<file path="src/rtl/writeback_arbiter.sv">
// Writeback stage: merges buffered ALU results and extended load responses into
// one registered register-file write per cycle, with x0 suppression and ALU fairness.
module writeback_arbiter #(
  parameter int XLEN           = 32,
  parameter int ALU_FIFO_DEPTH = 2
) (
  input  logic                                   clk,
  input  logic                                   reset_n,
  input  logic                                   alu_valid,
  output logic                                   alu_ready,
  input  logic [4:0]                             alu_rd,
  input  logic [XLEN-1:0]                        alu_data,
  input  logic                                   ld_valid,
  output logic                                   ld_ready,
  input  logic [4:0]                             ld_rd,
  input  logic [2:0]                             ld_funct3,
  input  logic [1:0]                             ld_addr_lo,
  input  logic [XLEN-1:0]                        ld_rdata,
  output logic                                   reg_write,
  output logic [4:0]                             rd,
  output logic [XLEN-1:0]                        write_data,
  output logic [$clog2(ALU_FIFO_DEPTH+1)-1:0]    alu_fifo_count
);

  localparam int CNT_W = $clog2(ALU_FIFO_DEPTH + 1);
  localparam int PTR_W = (ALU_FIFO_DEPTH > 1) ? $clog2(ALU_FIFO_DEPTH) : 1;
  localparam logic [CNT_W-1:0] DEPTH_C = CNT_W'(ALU_FIFO_DEPTH);

  logic [4:0]       fifo_rd   [ALU_FIFO_DEPTH];
  logic [XLEN-1:0]  fifo_data [ALU_FIFO_DEPTH];
  logic [PTR_W-1:0] head;
  logic [PTR_W-1:0] tail;
  logic [CNT_W-1:0] count;
  logic             last_was_load;

  logic             fifo_full;
  logic             fifo_empty;
  logic             push;
  logic             grant_ld_p0;
  logic             grant_alu_p0;
  logic             vld_p0;
  logic [4:0]       rd_p0;
  logic [XLEN-1:0]  data_p0;

  // Byte/halfword/word select and extension of a raw memory word.
  function automatic logic [XLEN-1:0] extend_load(input logic [2:0]      funct3,
                                                  input logic [1:0]      addr_lo,
                                                  input logic [XLEN-1:0] rdata);
    logic [XLEN-1:0]   byte_sh;
    logic [XLEN-1:0]   half_sh;
    logic signed [7:0]  byte_s;
    logic signed [15:0] half_s;
    logic signed [31:0] word_s;
    logic [XLEN-1:0]   ext;
    byte_sh = rdata >> {addr_lo, 3'b000};
    half_sh = rdata >> {addr_lo[1], 4'b0000};
    byte_s  = byte_sh[7:0];
    half_s  = half_sh[15:0];
    word_s  = rdata[31:0];
    case (funct3)
      3'b000:  ext = XLEN'(byte_s);
      3'b100:  ext = XLEN'(byte_sh[7:0]);
      3'b001:  ext = XLEN'(half_s);
      3'b101:  ext = XLEN'(half_sh[15:0]);
      3'b010:  ext = XLEN'(word_s);
      default: ext = '0;
    endcase
    return ext;
  endfunction

  assign fifo_full      = (count == DEPTH_C);
  assign fifo_empty     = (count == '0);
  assign alu_ready      = (count < DEPTH_C);
  assign ld_ready       = !(fifo_full && last_was_load);
  assign alu_fifo_count = count;

  assign push         = alu_valid && alu_ready;
  assign grant_ld_p0  = ld_valid && ld_ready;
  assign grant_alu_p0 = !grant_ld_p0 && !fifo_empty;

  always_ff @(posedge clk or negedge reset_n) begin
    if (!reset_n) begin
      head          <= '0;
      tail          <= '0;
      count         <= '0;
      last_was_load <= 1'b0;
    end else begin
      if (push)         tail <= tail + PTR_W'(1);
      if (grant_alu_p0) head <= head + PTR_W'(1);
      case ({push, grant_alu_p0})
        2'b10:   count <= count + CNT_W'(1);
        2'b01:   count <= count - CNT_W'(1);
        default: count <= count;
      endcase
      if (grant_ld_p0)       last_was_load <= 1'b1;
      else if (grant_alu_p0) last_was_load <= 1'b0;
    end
  end

  // Entry storage carries no reset; occupancy is tracked by head/tail/count.
  always_ff @(posedge clk) begin
    if (push) begin
      fifo_rd[tail]   <= alu_rd;
      fifo_data[tail] <= alu_data;
    end
  end

  // Stage p0: select the granted source and drop x0 destinations.
  always_comb begin
    rd_p0   = '0;
    data_p0 = '0;
    if (grant_ld_p0) begin
      rd_p0   = ld_rd;
      data_p0 = extend_load(ld_funct3, ld_addr_lo, ld_rdata);
    end else if (grant_alu_p0) begin
      rd_p0   = fifo_rd[head];
      data_p0 = fifo_data[head];
    end
    vld_p0 = (grant_ld_p0 || grant_alu_p0) && (rd_p0 != 5'd0);
  end

  // Stage p1: register-file write port, reloaded every edge.
  always_ff @(posedge clk or negedge reset_n) begin
    if (!reset_n) begin
      reg_write  <= 1'b0;
      rd         <= '0;
      write_data <= '0;
    end else if (vld_p0) begin
      reg_write  <= 1'b1;
      rd         <= rd_p0;
      write_data <= data_p0;
    end else begin
      reg_write  <= 1'b0;
      rd         <= '0;
      write_data <= '0;
    end
  end

endmodule
</file>
<file path="config.mk">
export PLATFORM = sky130hd
export DESIGN_NAME = writeback_arbiter
export DESIGN_NICKNAME = d
export VERILOG_FILES = /design/src/rtl/writeback_arbiter.sv
export SDC_FILE = /design/constraint.sdc
export NUM_CORES = 1
export LEC_CHECK = 0
export ABC_CLOCK_PERIOD_IN_PS = 3050
export CORE_UTILIZATION = 49
export DETAILED_ROUTE_END_ITERATION = 12
export GPL_TIMING_DRIVEN = 0
export PLACE_DENSITY = 0.91
export SYNTH_ARGS = -nofsm -noshare
export SYNTH_HDL_FRONTEND = slang
export SYNTH_SLANG_ARGS = --single-unit
</file>
<file path="constraint.sdc">
create_clock -name clk -period 3.05 [get_ports clk]
set_clock_uncertainty 0.1 [all_clocks]
set_input_delay 0.61 -clock clk [delete_from_list [all_inputs] [get_ports clk]]
set_output_delay 0.61 -clock clk [all_outputs]
set_load 0.005 [all_outputs]
</file>
==> impl_results.md <==
- Status: completed
- Yosys top cell area share: 44.7%
- Number of remaining DRC errors: 0
- Via count: 3809
- Largest net degree at the start of global routing: 38
- Initial DRC Count: 317
- Site Rows: 36
- Inserted Clock Buffers: 17
- Core area: 9820 um2
- Boundary Pins: 125
- Die Ht: 103 um
- Clock Latency Late Sink: 0.52 ns
- VDD IR-drop max: 428 uV
- CP Class: in2reg
- Post-layout util: 71.1%
- Area delta synth->final: 40.4%
- Syn_area_per_cell: 13.0 um2
- Die Width: 103 um
- First-pass GRT wire length: 20.0 mm
- Fmax: 348 MHz
- ANT nets after route: 0
- Initial antenna violation count: 0
- Synth cell types: 45
- Yosys reg bits: 117
- Synth Instances: 381
- Worst EP arrival: 3.17 ns
- Tcrit/Tclk final: 94.3%
- Sequential area share after synthesis: 66.4%
- Final Hold Slack: 0.450 ns
- Vias/cell: 5.68
- Final setup violating endpoints: 0
- Post-synth top flop: edfxtp_1
- Synth top area cells: edfxtp_1 45%, dfrtp_1 22%, mux2i_1 5.6%
- CP Cell Sequence: clkdlybuf4s50_1 > mux2_2 > a222oi_1 > buf_6 > nand2_1 > a21oi_1 > nor2_1
- EDFF count, synth: 74
- Initial core utilization: 50.6%
- Area leader, netlist: edfxtp_1
- Routed Wire Length: 13.3 mm
- Slew Limit Fails: 0
- Port Buf Inserts: 122
- Hold WC Path Type: reg2reg
- # H-tree levels: 4
- Crit-path max cell delay: 1.00 ns
- WL/cell: 19.8 um
- Hold Fails Final Rpt: 0
- Post-Syn Area: 4970 um2
- CTS tree: yes
- Leakage power: 2.74 nW
- Syn. warnings: 0
- Setup crit end kind: flip-flop
- Total gr overflow: 0
- Layout cell share with drive strength beyond 1: 13.0%
- Post-place setup slack: -0.178 ns
- PD cells: 899 nW/um2
- Post-DP HPWL: 9.33 mm
- Synthesized Nets: 465
- Post-synth ARST share: 36.8%
- Router iterations before antenna repair: 5
- Final min period: 2.87 ns
- Antenna Cells: 0
- GRT Util Overall: 26.8%
- Max Buffers Root-to-Sink: 2
- Most frequent cells in the layout: 121 x clkdlybuf4s50_1, 74 x edfxtp_1, 47 x nand2_1
- Worst Setup Start Kind: input port
- Worst EP required: 3.35 ns
- RSZ-0062 raised after global routing: false
- Worst Tran Pin Value: 1.19 ns
- Final #Nets: 609
- Root buf cell: clkbuf_8
- CP max-delay cell: a222oi_1
- Reg clk slew, reported paths: 0.05 ns
- Clock sink count: 117
- Final setup margin: 0.175 ns
- Die area: 10500 um2
- Max-slew headroom: 20.9%
- GP Congestion: 0.892
- Most common cell after layout, fill and taps aside: clkdlybuf4s50_1
- Vias in the first global route: 3916
- Max-cap violations: 0
- Worst-path maximum fanout: 10
- Post-CTS Setup Inserts: 0
[cells by family after synthesis]
| kind of cell | synth area share (%) |
|---|---|
| buf+inv | 2.27 |
| flops | 66.4 |
| xor+xnor | 0.881 |
| fa+ha+maj | 0.252 |
| simple gates | 9.67 |
| mux | 10.5 |
| compound gates | 10.1 |
[cell usage after synthesis (2+ instances only)]
library cell	n
edfxtp_1	74
nand2_1	47
nor2_1	47
dfrtp_1	43
mux2i_1	28
a21oi_1	25
mux2_2	20
a21o_1	9
a22oi_1	9
buf_2	9
clkbuf_1	9
a222oi_1	7
o22a_1	6
o21ai_0	5
xnor2_1	5
inv_1	3
nor2b_1	3
buf_1	2
nand2b_1	2
nand3b_1	2
o22ai_1	2
[worst paths after layout]
check / from / endpoint / slack, ns / cells past startpoint
worst max register to register: fifo_rd[1][2] / write_data[20] / 0.61 / 6
worst max-delay path: ld_addr_lo[0] / write_data[28] / 0.18 / 7
min in group asynchronous: reset_n / last_was_load / 0.48 / 2
max in group asynchronous: reset_n / write_data[31] / 1.86 / 3
worst min register to register: tail / tail / 0.45 / 1
worst min-delay path: tail / tail / 0.45 / 1
[layer usage]
layer	wire [um]	global-route usage, %
met1	4920	31.1
met2	6670	46.2
met3	1280	7.25
met4	381	12.9
met5	0	0
[worst max-delay path, delay by kind of cell]
kind                   cells  cell delay, ns
AOI/OAI and AO/OA          2            1.19
buffers and inverters      2            0.84
and+or+nand+nor            2            0.15
muxes                      1            0.38
[timing repair]
action | 4_1_cts | 5_1_grt
gates resized for setup | 0 | 0
endpoints found under the hold margin | 17 | 0
hold buffers | 1 | 0
[where the power goes]
| group | total, mW | internal [mW] | switching (mW) |
|---|---|---|---|
| Clock | 1.89 | 1.20 | 0.688 |
| Sequential | 2.36 | 2.18 | 0.176 |
| Combinational | 2.03 | 1.04 | 0.988 |
| Total | 6.27 | 4.42 | 1.85 |
[state kept, by name (all words and copies together) (netlist names)]
| signal | count |
|---|---|
| fifo_rd | 10 |
| reg_write | 1 |
| last_was_load | 1 |
| fifo_data | 64 |
| rd | 5 |
| alu_fifo_count | 2 |
| tail | 1 |
| head | 1 |
| write_data | 32 |
[stage by stage]
stage | power (mW) | cell area, um2 | TNS (ns) | cells
finish | 6.27 | 6980 | 0 | 671
global route | 6.55 | 6980 | 0 | 671
CTS | 6.30 | 6980 | 0 | 671
detailed placement | 4.39 | 6410 | -1.50 | 638
global placement | 4.27 | 6360 | -39.20 | 636
floorplan | 3.35 | 4970 | 0 | 381
[layout make-up]
class                      count  area (um2)
sequential                   117        3300
clock inverter                 9         103
buffer                        21        97.6
inverter                       4        15.0
timing repair buffer         125        1270
fill                         704        2840
multi-input combinational    239        1570
clock buffer                  23         457
tap                          133         166
Note: power is estimated with default switching activity, not from simulation.
